===== config.mk =====
export PLATFORM = sky130hd
export DESIGN_NAME = calc_operand_sequencer
export DESIGN_NICKNAME = d
export VERILOG_FILES = /design/src/rtl/calculator_pkg.sv /design/src/rtl/calc_operand_sequencer.sv
export SDC_FILE = /design/constraint.sdc
export NUM_CORES = 1
export LEC_CHECK = 0
export ABC_AREA = 1
export CAP_MARGIN = 20
export CORE_ASPECT_RATIO = 1.75
export CORE_MARGIN = 2
export CORE_UTILIZATION = 50
export DETAILED_ROUTE_END_ITERATION = 16
export PLACE_DENSITY = 0.88
export RECOVER_POWER = 25
export SYNTH_ARGS = -nofsm -noshare
export SYNTH_HDL_FRONTEND = slang
export SYNTH_SLANG_ARGS = --single-unit

===== constraint.sdc =====
create_clock -name clk_i -period 10.35 [get_ports clk_i]
set_clock_uncertainty 0.1 [all_clocks]
set_input_delay 2.07 -clock clk_i [delete_from_list [all_inputs] [get_ports clk_i]]
set_output_delay 2.07 -clock clk_i [all_outputs]
set_load 0.05 [all_outputs]

===== src/rtl/calculator_pkg.sv =====
// Shared widths, FSM state encoding and word/address types for the calculator
// datapath blocks.
package calculator_pkg;

  localparam int DATA_W = 32;
  localparam int ADDR_W = 9;

  typedef enum logic [2:0] {
    S_IDLE,
    S_READ_A,
    S_READ_B,
    S_WAIT_B,
    S_ADD,
    S_WRITE,
    S_DONE
  } state_t;

  typedef logic [ADDR_W-1:0] addr_t;
  typedef logic [DATA_W-1:0] data_t;

endpackage


===== src/rtl/calc_operand_sequencer.sv =====
// Operand sequencer: walks an operand region two words at a time, presents each
// pair to an external adder through registered operands and writes every sum to
// a result region. Pulses done_o once the read range is exhausted.
// Optional build macro CALC_OVERFLOW_FLAG_EN adds a sticky signed-overflow
// output ovf_o.
module calc_operand_sequencer
  import calculator_pkg::*;
#(
  parameter int DATA_W = calculator_pkg::DATA_W,
  parameter int ADDR_W = calculator_pkg::ADDR_W
) (
  input  logic              clk_i,
  input  logic              rst_i,
  input  logic              start_i,
  input  logic [ADDR_W-1:0] read_start_addr_i,
  input  logic [ADDR_W-1:0] read_end_addr_i,
  input  logic [ADDR_W-1:0] write_start_addr_i,
  output logic              rd_en_o,
  output logic [ADDR_W-1:0] rd_addr_o,
  input  logic [DATA_W-1:0] rd_data_i,
  output logic              wr_en_o,
  output logic [ADDR_W-1:0] wr_addr_o,
  output logic [DATA_W-1:0] wr_data_o,
  output logic [DATA_W-1:0] op_a_o,
  output logic [DATA_W-1:0] op_b_o,
  input  logic [DATA_W-1:0] sum_i,
  output logic              busy_o,
  output logic              done_o
`ifdef CALC_OVERFLOW_FLAG_EN
  ,
  output logic              ovf_o
`endif
);

  // Read pointer carries one extra bit so the end-of-range test can never be
  // fooled by a wrap back to low addresses.
  state_t              r_state;
  logic [ADDR_W:0]     r_rptr;
  logic [ADDR_W-1:0]   r_rend;
  logic [ADDR_W-1:0]   r_wptr;
  logic [DATA_W-1:0]   r_op_a;
  logic [DATA_W-1:0]   r_op_b;
  logic [DATA_W-1:0]   r_result;

  logic [ADDR_W:0]     w_first_b_addr;
  logic [ADDR_W:0]     w_rend_ext;
  logic [ADDR_W:0]     w_next_rptr;
  logic [ADDR_W:0]     w_next_b_addr;
  logic [ADDR_W-1:0]   w_b_rd_addr;

  assign w_first_b_addr = {1'b0, read_start_addr_i} + (ADDR_W+1)'(1);
  assign w_rend_ext     = {1'b0, r_rend};
  assign w_next_rptr    = r_rptr + (ADDR_W+1)'(2);
  assign w_next_b_addr  = r_rptr + (ADDR_W+1)'(3);
  assign w_b_rd_addr    = r_rptr[ADDR_W-1:0] + ADDR_W'(1);

  // FSM, pointers and operand/result registers.
  always_ff @(posedge clk_i or posedge rst_i) begin
    if (rst_i) begin
      r_state  <= S_IDLE;
      r_rptr   <= '0;
      r_rend   <= '0;
      r_wptr   <= '0;
      r_op_a   <= '0;
      r_op_b   <= '0;
      r_result <= '0;
    end else begin
      case (r_state)
        S_IDLE: begin
          if (start_i) begin
            r_rptr <= {1'b0, read_start_addr_i};
            r_rend <= read_end_addr_i;
            r_wptr <= write_start_addr_i;
            // A range shorter than two words holds no complete pair.
            if (w_first_b_addr > {1'b0, read_end_addr_i}) begin
              r_state <= S_DONE;
            end else begin
              r_state <= S_READ_A;
            end
          end
        end
        S_READ_A: r_state <= S_READ_B;
        S_READ_B: begin
          r_op_a  <= rd_data_i;
          r_state <= S_WAIT_B;
        end
        S_WAIT_B: begin
          r_op_b  <= rd_data_i;
          r_state <= S_ADD;
        end
        S_ADD: begin
          r_result <= sum_i;
          r_state  <= S_WRITE;
        end
        S_WRITE: begin
          r_wptr <= r_wptr + ADDR_W'(1);
          r_rptr <= w_next_rptr;
          // Continue only if the next pair's B word is still inside the range.
          if (w_next_b_addr <= w_rend_ext) begin
            r_state <= S_READ_A;
          end else begin
            r_state <= S_DONE;
          end
        end
        S_DONE:  r_state <= S_IDLE;
        default: r_state <= S_IDLE;
      endcase
    end
  end

`ifdef CALC_OVERFLOW_FLAG_EN
  logic r_ovf;

  // Sticky signed overflow: same operand signs, result sign differs.
  always_ff @(posedge clk_i or posedge rst_i) begin
    if (rst_i) begin
      r_ovf <= 1'b0;
    end else if (r_state == S_IDLE && start_i) begin
      r_ovf <= 1'b0;
    end else if (r_state == S_ADD &&
                 r_op_a[DATA_W-1] == r_op_b[DATA_W-1] &&
                 sum_i[DATA_W-1] != r_op_a[DATA_W-1]) begin
      r_ovf <= 1'b1;
    end
  end

  assign ovf_o = r_ovf;
`endif

  // Memory strobes and addresses decoded from state; idle buses are driven to 0.
  always_comb begin
    rd_en_o   = 1'b0;
    rd_addr_o = '0;
    wr_en_o   = 1'b0;
    wr_addr_o = '0;
    wr_data_o = '0;
    case (r_state)
      S_READ_A: begin
        rd_en_o   = 1'b1;
        rd_addr_o = r_rptr[ADDR_W-1:0];
      end
      S_READ_B: begin
        rd_en_o   = 1'b1;
        rd_addr_o = w_b_rd_addr;
      end
      S_WRITE: begin
        wr_en_o   = 1'b1;
        wr_addr_o = r_wptr;
        wr_data_o = r_result;
      end
      default: ;
    endcase
  end

  assign op_a_o = r_op_a;
  assign op_b_o = r_op_b;
  assign busy_o = (r_state != S_IDLE);
  assign done_o = (r_state == S_DONE);

endmodule


# Word-level counts from Yosys, hierarchy flattened

Index checks and enable logic that the tools add are counted.

Register bits after elaboration: 127
Output and inout port bits: 118
Word-level logic and storage cells: 40
Bits of input ports: 94

Mux-type cells: 13
Order comparisons: 2
Equal/unequal tests: 7
Reductions and logical operators: 6
Add/sub/neg operators: 5

Operators with widths:

| kind                                                | number |
|---|---|
| case mux 9 bit (2 select lines)                     | 2 |
| 2-to-1 mux 32 bit                                   | 1 |
| adder 10 x 2 -> 10 bit, second input constant       | 2 |
| case mux 10 bit (2 select lines)                    | 1 |
| adder 9 x 1 -> 9 bit, second input constant         | 2 |
| 2-to-1 mux 9 bit                                    | 2 |
| case mux 3 bit (6 select lines)                     | 1 |
| adder 9 x 1 -> 10 bit, second input constant        | 1 |
| > comparator 10 x 9 -> 1 bit                        | 1 |
| <= comparator 10 x 9 -> 1 bit                       | 1 |
| 2-to-1 mux 10 bit                                   | 1 |
| equality test 3 bit, second input constant          | 3 |
| 2-to-1 mux 3 bit                                    | 3 |
| equality test 3 x 2 -> 1 bit, second input constant | 2 |
| AND reduction 2 bit                                 | 2 |
| equality test 3 x 1 -> 1 bit, second input constant | 1 |
| logical NOT 3 bit                                   | 1 |
| nonzero test 3 bit                                  | 1 |
| 2-to-1 mux 1 bit                                    | 2 |
| != test 2 bit, second input constant                | 1 |
| nonzero test 2 bit                                  | 1 |
| OR reduction 2 bit                                  | 1 |

# Depth between registers and ports, before layout

Depth in word-level cells: 5
Mapped depth: 20
Depth with buffers taken out: 20

# Least setup slack after synthesis

No wires, ideal clock.

Path type: flip-flop to output port
Start: register r_state[1]
End: output rd_addr_o[2]
Path slack: 6.227 ns
Stages on the path, launching flop included: 4
Arrival time: 1.953 ns
Path buffers: 0
Data required time: 8.180 ns
Cells stage by stage: dfrtp_1 > nor3_1 > inv_1 > o21ai_0

Cells in the longest elaborated chain, start to end: 2

RTL lines:

| element                                                                             | RTL line                      | text |
|---|---|---|
| start: declaration                                                                  | calc_operand_sequencer.sv:37  | `state_t r_state;` |
| start signal: assignment                                                            | calc_operand_sequencer.sv:60  | `r_state <= S_IDLE;` |
| start signal: assignment                                                            | calc_operand_sequencer.sv:76  | `r_state <= S_DONE;` |
| start signal: assignment                                                            | calc_operand_sequencer.sv:78  | `r_state <= S_READ_A;` |
| equality test 3 x 2 -> 1 bit / equality test 3 x 1 -> 1 bit (equally long branches) | calc_operand_sequencer.sv:137 | `case (r_state)` |
| case mux 9 bit (2 select lines) *                                                   | calc_operand_sequencer.sv:137 |  |
| end: declaration                                                                    | calc_operand_sequencer.sv:19  | `output logic [ADDR_W-1:0] rd_addr_o,` |

Mark *: on every way between the ends. The rest lies on a longest branch, timed or not.

# Final worst setup path

Start: register r_state[0]
End: output wr_data_o[27]

Cells in the longest elaborated chain, start to end: 2

RTL lines:

| element             | RTL line                      | text |
|---|---|---|
| equality test 3 bit | calc_operand_sequencer.sv:137 |  |
| 2-to-1 mux 32 bit   | calc_operand_sequencer.sv:137 |  |
| end: declaration    | calc_operand_sequencer.sv:23  | `output logic [DATA_W-1:0] wr_data_o,` |

No other way between the ends.

==> impl_metrics.py <==
metrics = {
    "clocking": {
        "ctsResizeCount": 0,
        "cts_sinks": 127,
        "cts_made_buffers": 17,
        "clk_pin_slew_ps": 60,
        "h-tree-depth": 4,
        "clk_path_buf_depth": 2,
        "cts_tree": "built",
        "cts_root_buf": "clkbuf_16",
        "hold_buffers": 0,
        "insertion_delay_ps": 410,
        "post-cts-setup-buffers": 0,
    },
    "logic_synthesis": {
        "ys_warn_count": 0,
        "ys_types": 34,
        "avgSynthCellArea_um2": 7.92,
        "synthesis.area_um2": 6420,
        "ys_seq_area_frac": 0.495,
        "ys_seq_elements": 127,
        "synthesis.nets": 930,
        "syn_inst": 811,
    },
    "die": {
        "rows": 54,
        "fp.dieW_um": 89.7,
        "die_area_um2": 13800,
        "ios": 212,
        "core-area_um2": 12500,
        "start_util": 0.514,
        "die_y_um": 154,
    },
    "sta": {
        "hold_viol_final": 0,
        "fin_crit_sh": 0.524,
        "setup_violations": 0,
        "timing.fmax_mhz": 185,
        "setup_tns_ps": 0,
        "slew_viol_final": 0,
        "relSlewSlack": 0.341,
        "final.min_clock_period_ps": 5420,
        "fin_ws_ps": 4930,
        "worst_pin_slew_ps": 989,
        "rsz0062_at_grt": "false",
    },
    "global_routing": {
        "antenna_found_initial": 3,
        "grt_pass1_wl_mm": 29.9,
        "first_global_vias": 6267,
        "grt_util_all_layers": 0.284,
        "grt.overflow.total": 0,
        "grt_max_degree": 71,
    },
    "final_layout": {
        "layout_commonest_cell": "nand2_1",
        "instances_no_fill": 1197,
        "multiInputGateArea_um2": 2590,
        "area_growth_pct": 44.0,
        "fill_cells": 896,
        "drive_gt1_frac": 0.0526,
        "layout_common_cells": "nand2_1 (149), clkdlybuf4s50_1 (147), inv_1 (136)",
        "fin_nets": 1132,
        "seq_area_um2": 3180,
        "final_area_um2": 9250,
    },
    "worst_setup_path": {
        "path_class": "reg -> out",
        "cp-start-kind": "flop",
        "path_max_fanout": 58,
        "critPathRequiredTime_ps": 8180,
        "endpoint_kind": "output pin",
        "arrival_ps": 3250,
    },
    "routing": {
        "routedWlPerCell_um": 15.9,
        "vias": 6182,
        "wirelength_mm": 19.0,
        "drtIter0Drc": 402,
        "routed_via_density": 5.16,
        "ant_nets": 0,
        "drc": 0,
        "firstDrtPassIters": 6,
    },
    "pwr": {
        "peakVddDrop_v": 0.000220,
        "power.density_nw_per_um2": 355,
        "p_leak_nw": 4.54,
        "power_mw": 3.29,
    },
    "worst_hold_path": {
        "hold_class": "reg -> reg",
    },
    "placed_design": {
        "io_buffers": 211,
        "dp_hpwl_mm": 14.0,
        "postPlaceCellArea_um2": 8660,
        "place_ws_ps": 5420,
        "place.gp.congestion": 0.990,
        "place_inst": 1161,
    },
    "run_status": {
        "outcome": "finished, final reports clean",
    },
    "run": {
        "drv_cap": 0,
    },
}
==> path summary, 6_finish.rpt <==
path,start,end,slack (ps),depth (start not counted)
max,r_state[0],wr_data_o[27],4930,5
max reg2reg,r_rptr[4],r_state[1],7470,16
min,op_b_o[17],op_b_o[17],380,2
min reg2reg,op_b_o[17],op_b_o[17],380,2
min in group asynchronous,rst_i,r_result[20],2060,2
max in group asynchronous,rst_i,op_b_o[17],6740,3
==> kinds of logic (layout without fill, tap and decap cells) <==
logic type	after synthesis	in the layout	synth area share
compound gates	165	165	0.136
simple gates	303	303	0.194
fa+ha+maj	25	25	0.0487
flops	127	127	0.495
xor+xnor	17	17	0.0232
buf+inv	174	389	0.103
other cells	0	3	0
==> synth_stat cells <==
cell type / instances / area [um^2]
buf_1: 5 / 18.8
o21bai_1: 1 / 7.51
nor2_2: 4 / 25.0
nor3_2: 1 / 10.0
xnor2_1: 1 / 8.76
nand4_1: 5 / 31.3
clkbuf_1: 20 / 75.1
o21ai_0: 95 / 475
a21boi_0: 1 / 7.51
a22oi_1: 1 / 7.51
o211ai_1: 1 / 7.51
o22ai_1: 8 / 50.1
a221oi_1: 1 / 8.76
ha_1: 25 / 313
nor3_4: 1 / 16.3
a31oi_1: 1 / 6.26
xor2_1: 16 / 140
nor2_4: 1 / 11.3
a21o_1: 2 / 15.0
inv_2: 6 / 22.5
or2_2: 2 / 12.5
inv_1: 137 / 514
dfrtp_1: 127 / 3180
buf_2: 6 / 30.0
nor2_1: 102 / 383
nand2_1: 150 / 563
nand3b_1: 3 / 22.5
o221ai_1: 1 / 8.76
nand2_2: 1 / 6.26
a21oi_1: 49 / 245
a32oi_1: 4 / 35.0
nand3_1: 23 / 115
nor4_1: 1 / 6.26
nor3_1: 9 / 45.0
==> critical path: stages, from the launching register on <==
cell and delay [ps]:
dfrtp_1 460, inv_2 90, nor3_4 530, inv_2 540, nor2_1 340, clkdlybuf4s50_1 860
==> flip-flops by register name (all words and copies together) (netlist names) <==
| name | cells |
|---|---|
| r_result | 32 |
| r_state | 3 |
| r_wptr | 9 |
| r_rend | 9 |
| op_a_o | 32 |
| r_rptr | 10 |
| op_b_o | 32 |
==> power breakdown <==
part / switching [mW] / leakage (nW) / total [mW] / internal [mW]
clock network: 0.232 / 0.272 / 0.565 / 0.333
registers: 0.146 / 1.51 / 0.890 / 0.744
logic: 1.26 / 2.76 / 1.83 / 0.574
total: 1.63 / 4.54 / 3.29 / 1.65
==> through the flow <==
stage | hold WS, ps | utilization
2_1_floorplan | 346 | -
3_3_place_gp | 364 | 0.691
3_5_place_dp | 372 | 0.693
4_1_cts | 387 | 0.738
5_1_grt | 405 | 0.740
6_report | 383 | 0.740
==> area by class of cell <==
class                      instances  share of cell area
sequential                       127               0.344
multi-input combinational        510               0.280
clock inverter                    15              0.0147
inverter                         143              0.0583
antenna                            3            0.000812
clock buffer                      17              0.0460
tap                              168              0.0227
timing repair buffer             214               0.234
==> layer usage <==
metal,wire length (um),GRT usage,vias up
li1,-,-,2966
met1,6510,0.284,2896
met2,10300,0.496,247
met3,1040,0.0746,73
met4,1110,0.181,0
met5,0,0,-
Note: power is estimated with default switching activity, not from simulation.
